**src/rtl/stop_watch_ctrl.sv**
```systemverilog
// rtl/stop_watch_ctrl.sv - stopwatch front-panel controller: button sync/debounce, run/stop/lap FSM, lap latch
module stop_watch_ctrl #(
  parameter int DEBOUNCE_CYCLES = 20,
  parameter int CNT_W           = 5
) (
  input  logic        clk,
  input  logic        rst,
  input  logic        btn_ss,
  input  logic        btn_lr,
  input  logic [6:0]  min_in,
  input  logic [6:0]  sec_in,
  input  logic [14:0] msec_in,
  output logic        enable,
  output logic        zero,
  output logic        lap_valid,
  output logic [6:0]  lap_min,
  output logic [6:0]  lap_sec,
  output logic [14:0] lap_msec,
  output logic [1:0]  state
);

  typedef enum logic [1:0] {
    IDLE = 2'd0,
    RUN  = 2'd1,
    STOP = 2'd2,
    LAP  = 2'd3
  } state_t;

  localparam logic [CNT_W-1:0] CNT_MAX = CNT_W'(DEBOUNCE_CYCLES - 1);

  // Bit 0 is start/stop, bit 1 is lap/reset.
  logic [1:0]       s1, s2, db, db_d, press;
  logic [CNT_W-1:0] cnt [2];

  always_ff @(posedge clk or negedge rst) begin
    if (!rst) begin
      s1   <= '0;
      s2   <= '0;
      db   <= '0;
      db_d <= '0;
      for (int i = 0; i < 2; i++) cnt[i] <= '0;
    end else begin
      s1   <= {btn_lr, btn_ss};
      s2   <= s1;
      db_d <= db;
      for (int i = 0; i < 2; i++) begin
        if (s2[i] != db[i]) begin
          if (cnt[i] == CNT_MAX) begin
            db[i]  <= s2[i];
            cnt[i] <= '0;
          end else begin
            cnt[i] <= cnt[i] + CNT_W'(1);
          end
        end else begin
          cnt[i] <= '0;
        end
      end
    end
  end

  assign press = db & ~db_d;

  state_t state_q, state_n;
  logic   zero_n, lap_valid_n, lap_load, lap_clear;

  // Start/stop has priority; a coincident lap/reset press is dropped.
  always_comb begin
    state_n     = state_q;
    zero_n      = 1'b0;
    lap_valid_n = lap_valid;
    lap_load    = 1'b0;
    lap_clear   = 1'b0;
    case (state_q)
      IDLE: begin
        if (press[0])      state_n = RUN;
        else if (press[1]) zero_n  = 1'b1;
      end
      RUN: begin
        if (press[0]) begin
          state_n = STOP;
        end else if (press[1]) begin
          state_n     = LAP;
          lap_load    = 1'b1;
          lap_valid_n = 1'b1;
        end
      end
      LAP: begin
        if (press[0]) begin
          state_n     = STOP;
          lap_valid_n = 1'b0;
        end else if (press[1]) begin
          state_n     = RUN;
          lap_valid_n = 1'b0;
        end
      end
      STOP: begin
        if (press[0]) begin
          state_n = RUN;
        end else if (press[1]) begin
          state_n   = IDLE;
          zero_n    = 1'b1;
          lap_clear = 1'b1;
        end
      end
    endcase
  end

  always_ff @(posedge clk or negedge rst) begin
    if (!rst) begin
      state_q   <= IDLE;
      zero      <= 1'b0;
      lap_valid <= 1'b0;
      lap_min   <= '0;
      lap_sec   <= '0;
      lap_msec  <= '0;
    end else begin
      state_q   <= state_n;
      zero      <= zero_n;
      lap_valid <= lap_valid_n;
      if (lap_clear) begin
        lap_min  <= '0;
        lap_sec  <= '0;
        lap_msec <= '0;
      end else if (lap_load) begin
        lap_min  <= min_in;
        lap_sec  <= sec_in;
        lap_msec <= msec_in;
      end
    end
  end

  assign enable = (state_q == RUN) || (state_q == LAP);
  assign state  = state_q;

endmodule

```
**config.mk**
```make
export PLATFORM = sky130hd
export DESIGN_NAME = stop_watch_ctrl
export DESIGN_NICKNAME = d
export VERILOG_FILES = /design/src/rtl/stop_watch_ctrl.sv
export SDC_FILE = /design/constraint.sdc
export NUM_CORES = 1
export LEC_CHECK = 0
export ABC_AREA = 0
export CORE_MARGIN = 4
export CORE_UTILIZATION = 44
export DETAILED_ROUTE_END_ITERATION = 7
export GPL_ROUTABILITY_DRIVEN = 0
export GPL_TIMING_DRIVEN = 1
export PLACE_DENSITY = 0.79
export SLEW_MARGIN = 25
export SYNTH_ARGS = -nofsm -noshare
export SYNTH_HDL_FRONTEND = slang
export SYNTH_SLANG_ARGS = --single-unit
```
**constraint.sdc**
```tcl
create_clock -name clk -period 1.6 [get_ports clk]
set_input_delay 0.16 -clock clk [delete_from_list [all_inputs] [get_ports clk]]
set_output_delay 0.16 -clock clk [all_outputs]
set_load 0.005 [all_outputs]
```
### Word level (Yosys, flattened, before mapping)

Cells that the tools add are included.

* bits in registers: 51
* bits of input ports: 33
* logic and storage cells: 67

* add/sub/neg operators: 2
* eq/ne operators: 13
* multiplexer cells: 28
* bitwise gates (word level): 2
* reduce and logical (&&, ||, !) cells: 9

Operators with widths (count)
* $mux W15: 2
* $mux W7: 4
* $mux W5: 4
* $mux W2: 7
* $add A5 B1 Y5 const B: 2
* $eq A5 B5 Y1 const B: 2
* $mux W1: 9
* $ne A3 B3 Y1 const B: 3
* $pmux W2 S4: 1
* $reduce_and A4 Y1: 2
* $ne A2 B2 Y1 const B: 3
* $eq A2 B2 Y1 const B: 2
* $reduce_and A2 Y1: 2
* $reduce_bool A2 Y1: 2
* $and A2 B2 Y2: 1
* $eq A2 B1 Y1 const B: 1
* $logic_not A2 Y1: 1
* $ne A1 B1 Y1: 2
* $not A2 Y2: 1
* $pmux W1 S2: 1
* $reduce_or A2 Y1: 1
* $logic_or A1 B1 Y1: 1

### Logic depth before layout (Yosys ltp)

* depth after elaboration: 7
* depth in mapped cells: 6
* mapped depth without buffers: 4

### Worst setup path before layout

No wires, ideal clock.

* path kind: reg2reg
* start: register state_q[0], in the netlist state[0]
* end: register lap_msec[10]
* setup time: 0.121 ns
* arrival time: 1.272 ns
* data required time: 1.479 ns
* setup slack: 0.207 ns
* stages on the path, launching flop included: 7
* path buffers: 3
* period minus slack after synthesis: 1.393 ns
* path through: dfrtp_1 buf_2 xor2_1 nand3_1 buf_2 buf_6 a22o_1

* word-level cells in the longest chain between the ends: 3
* elaborated cells on any way between the ends: 6
* classes of those cells: 2 x eq/ne; 3 x mux; 1 x reduce/logical

RTL lines
* start: declaration: line 63 `state_t state_q, state_n;`
* start signal: assignment: line 117 `state_q <= state_n;`
* $eq A2 B2 Y1 / $eq A2 B1 Y1 (equally long branches): line 73 `case (state_q)`
* $mux W1: line 73
* $mux W15 / $reduce_bool A2 Y1 (equally long branches)
* end signal: assignment: line 127 `lap_msec <= msec_in;`
* end: declaration: line 18 `output logic [14:0] lap_msec,`

Parallel ways exist; a longest one is shown, timed or not.
A chain may end at the register's enable or synchronous reset.

### Worst setup path in the final report

* start: register state_q[1], in the netlist state[1]
* end: output port state[1]

RTL lines
* end: declaration: line 19 `output logic [1:0] state`

No word-level cell between the ends.

==> flow_metrics.env <==
export IMPL_crit_family="buffers and inverters"
export IMPL_drtAntennaViolNets=0
export IMPL_r2r_end="lap_msec[6]$_DFFE_PN0P_"
export IMPL_hold_slack_ns=0.3064
export IMPL_async_reset_ff_share_pct=100.0
export IMPL_hpwlAfterDp_mm=2.935
export IMPL_cap_violations=0
export IMPL_avgSynthCellArea_sq_um=14.21
export IMPL_grt_usage_pct=16.31
export IMPL_layout_drive_gt1_share_pct=7.843
export IMPL_status="completed"
export IMPL_place_ws_ns=0.2033
export IMPL_ys_flop_type="dfrtp_1"
export IMPL_grt_pass1_wl_mm=6.789
export IMPL_clockRootBuffer="clkbuf_8"
export IMPL_maxSlewViolCount=0
export IMPL_dr_total_vias=1333
export IMPL_max_freq_ghz=0.6602
export IMPL_netlist_cell_type_count=22
export IMPL_die_w_um=73.53
export IMPL_tns_ns=0
export IMPL_final_cells=254
export IMPL_postPlaceCellArea_sq_mm=0.002628
export IMPL_antenna_found_initial=0
export IMPL_fin_crit_sh_pct=94.67
export IMPL_post_cts_buffers=0
export IMPL_cts_tree="yes"
export IMPL_drc=0
export IMPL_final_common_cell="clkdlybuf4s50_1"
export IMPL_ir_drop_mv=0.5545
export IMPL_clock_skew_ns=0.01149
export IMPL_end_kind="output port"
export IMPL_start_kind="flip-flop"
export IMPL_totalPowerFinal_mw=2.331
export IMPL_ioPinCount=67
export IMPL_drtIter0Drc=51
export IMPL_rr_startpoint="state[1]$_DFFE_PN0P_"
export IMPL_cp_required_ns=1.44
export IMPL_fill_cells=284
export IMPL_grt_max_degree=30
export IMPL_hold_end="s1[0]$_DFF_PN0_"
export IMPL_antenna_cells=0
export IMPL_clock_sinks=51
export IMPL_dieArea_sq_mm=0.005406
export IMPL_cts_resized=0
export IMPL_grt_pass1_vias=1402
export IMPL_p_per_area_mw_per_mm2=847.5
export IMPL_fin_nets=238
export IMPL_fp_dieH_um=73.53
export IMPL_min_period_ns=1.515
export IMPL_core_sq_mm=0.004086
export IMPL_ff2ff_setup_slack_ns=0.19
export IMPL_rows=23
export IMPL_setup_viol=0
export IMPL_clk_latency_ns=0.30
export IMPL_path_buf_inv=1
export IMPL_min_from="btn_ss"
export IMPL_syn_num_nets=168
export IMPL_rsz0062_at_grt="false"
export IMPL_power_leakage_nw=1.259
export IMPL_grt_overflow=0
export IMPL_cts_buffer_depth=2
export IMPL_vias_per_cell=5.248
export IMPL_final_cell_area_sq_mm=0.002750
export IMPL_critical_path_max_fanout=6
export IMPL_slowest_delay_ns=0.56
export IMPL_syn_area_sq_mm=0.001889
export IMPL_start_util_pct=46.23
export IMPL_post_drt_wl_per_cell_um=16.08
export IMPL_ff2ff_path_depth=4
export IMPL_ys_ff_latch=51
export IMPL_cp_cell_sequence="clkdlybuf4s50_1"
export IMPL_worst_pin_slew_ns=0.6488
export IMPL_io_buffers=66
export IMPL_finalWorstSetupSlack_ns=0.08524
export IMPL_first_pass_iters=4
export IMPL_relSlewSlack_pct=56.74
export IMPL_h_tree_depth=2
export IMPL_cp_arrival_ns=1.35
export IMPL_synth_enable_flop_cells=0
export IMPL_drt_total_wl_mm=4.085
export IMPL_cts_buffers=5
export IMPL_area_delta_synth_final_pct=45.56
export IMPL_hold_buffers=1
export IMPL_placed_cells=245
export IMPL_synth_cells=133
export IMPL_clkTransAtPathRegs_ns=0.09
export IMPL_holdPathStages=1
export IMPL_final_cell_mix="clkdlybuf4s50_1, dfrtp_1, a22o_1, nor2_1, xor2_1"
export IMPL_hold_viol=0
export IMPL_hp_class="primary input to flip-flop"
export IMPL_ys_seq_area_share_pct=67.55
export IMPL_post_route_util_pct=67.30
export IMPL_worstSetupPathType="flip-flop to output port"
export IMPL_critPathSlowestCell="clkdlybuf4s50_1"
export IMPL_yosysWarnings=0
==> layout make-up <==
class | instances | area (sq um) | area share [%]
tap | 50 | 62.56 | 2.275
timing repair buffer | 71 | 720.7 | 26.21
clock inverter | 3 | 43.79 | 1.592
clock buffer | 5 | 68.82 | 2.502
sequential | 51 | 1276 | 46.41
multi-input combinational | 74 | 578.1 | 21.02
==> power breakdown <==
| part | internal [mW] | switching, mW | leakage, nW | total (mW) |
|---|---|---|---|---|
| clock network | 0.466 | 0.410 | 0.0581 | 0.876 |
| registers | 1.31 | 0.0137 | 0.698 | 1.32 |
| logic | 0.0866 | 0.0492 | 0.502 | 0.136 |
| total | 1.86 | 0.473 | 1.26 | 2.33 |
==> routing by layer <==
metal	track usage (%)	up-vias	routed length, um
met2	26.18	43	2074
li1	-	614	-
met3	4.651	5	231
met5	0	-	0
met1	21.51	671	1746
met4	4.829	0	33
==> registers in the layout, indices dropped and copies added, names as in the netlist <==
register,cells
db_d,2
cnt,10
lap_sec,7
lap_msec,15
state,2
zero,1
s1,2
lap_min,7
lap_valid,1
s2,2
db,2
==> worst max-delay path by stage <==
| stage | cells past startpoint | end | slack [ns] | startpoint |
|---|---|---|---|---|
| floorplan | 6 | lap_msec[10]$_DFFE_PN0P_ | 0.21 | state[0]$_DFFE_PN0P_ |
| global placement | 4 | lap_msec[3]$_DFFE_PN0P_ | 0.26 | state[1]$_DFFE_PN0P_ |
| detailed placement | 4 | lap_msec[9]$_DFFE_PN0P_ | 0.20 | db[0]$_DFFE_PN0P_ |
| CTS | 1 | state[1] | 0.07 | state[1]$_DFFE_PN0P_ |
| global route | 2 | enable | 0.04 | state[0]$_DFFE_PN0P_ |
| finish | 1 | state[1] | 0.09 | state[1]$_DFFE_PN0P_ |
==> Yosys cell counts (3+ instances only) <==
master   number  area [sq um]
a22o_1       30         262.8
buf_2         5         25.02
and2_1        3         18.77
nor2_1        8         30.03
xor2_1        6         52.55
dfrtp_1      51          1276
xnor2_1       4         35.03
nand3_1       5         25.02
==> cell families (layout without fill, tap and decap cells) <==
kind of cell               Yosys count  count (layout)  share of synthesized area, %
AOI/OAI and AO/OA                   34              34                         15.43
xor gates and xnor gates            10              10                         4.636
adders and majority gates            2               2                         1.324
buffers and inverters                8              79                         2.318
DFF                                 51              51                         67.55
muxes                                2               2                         1.192
and+or+nand+nor                     26              26                         7.549
Note: power is estimated with default switching activity, not from simulation.
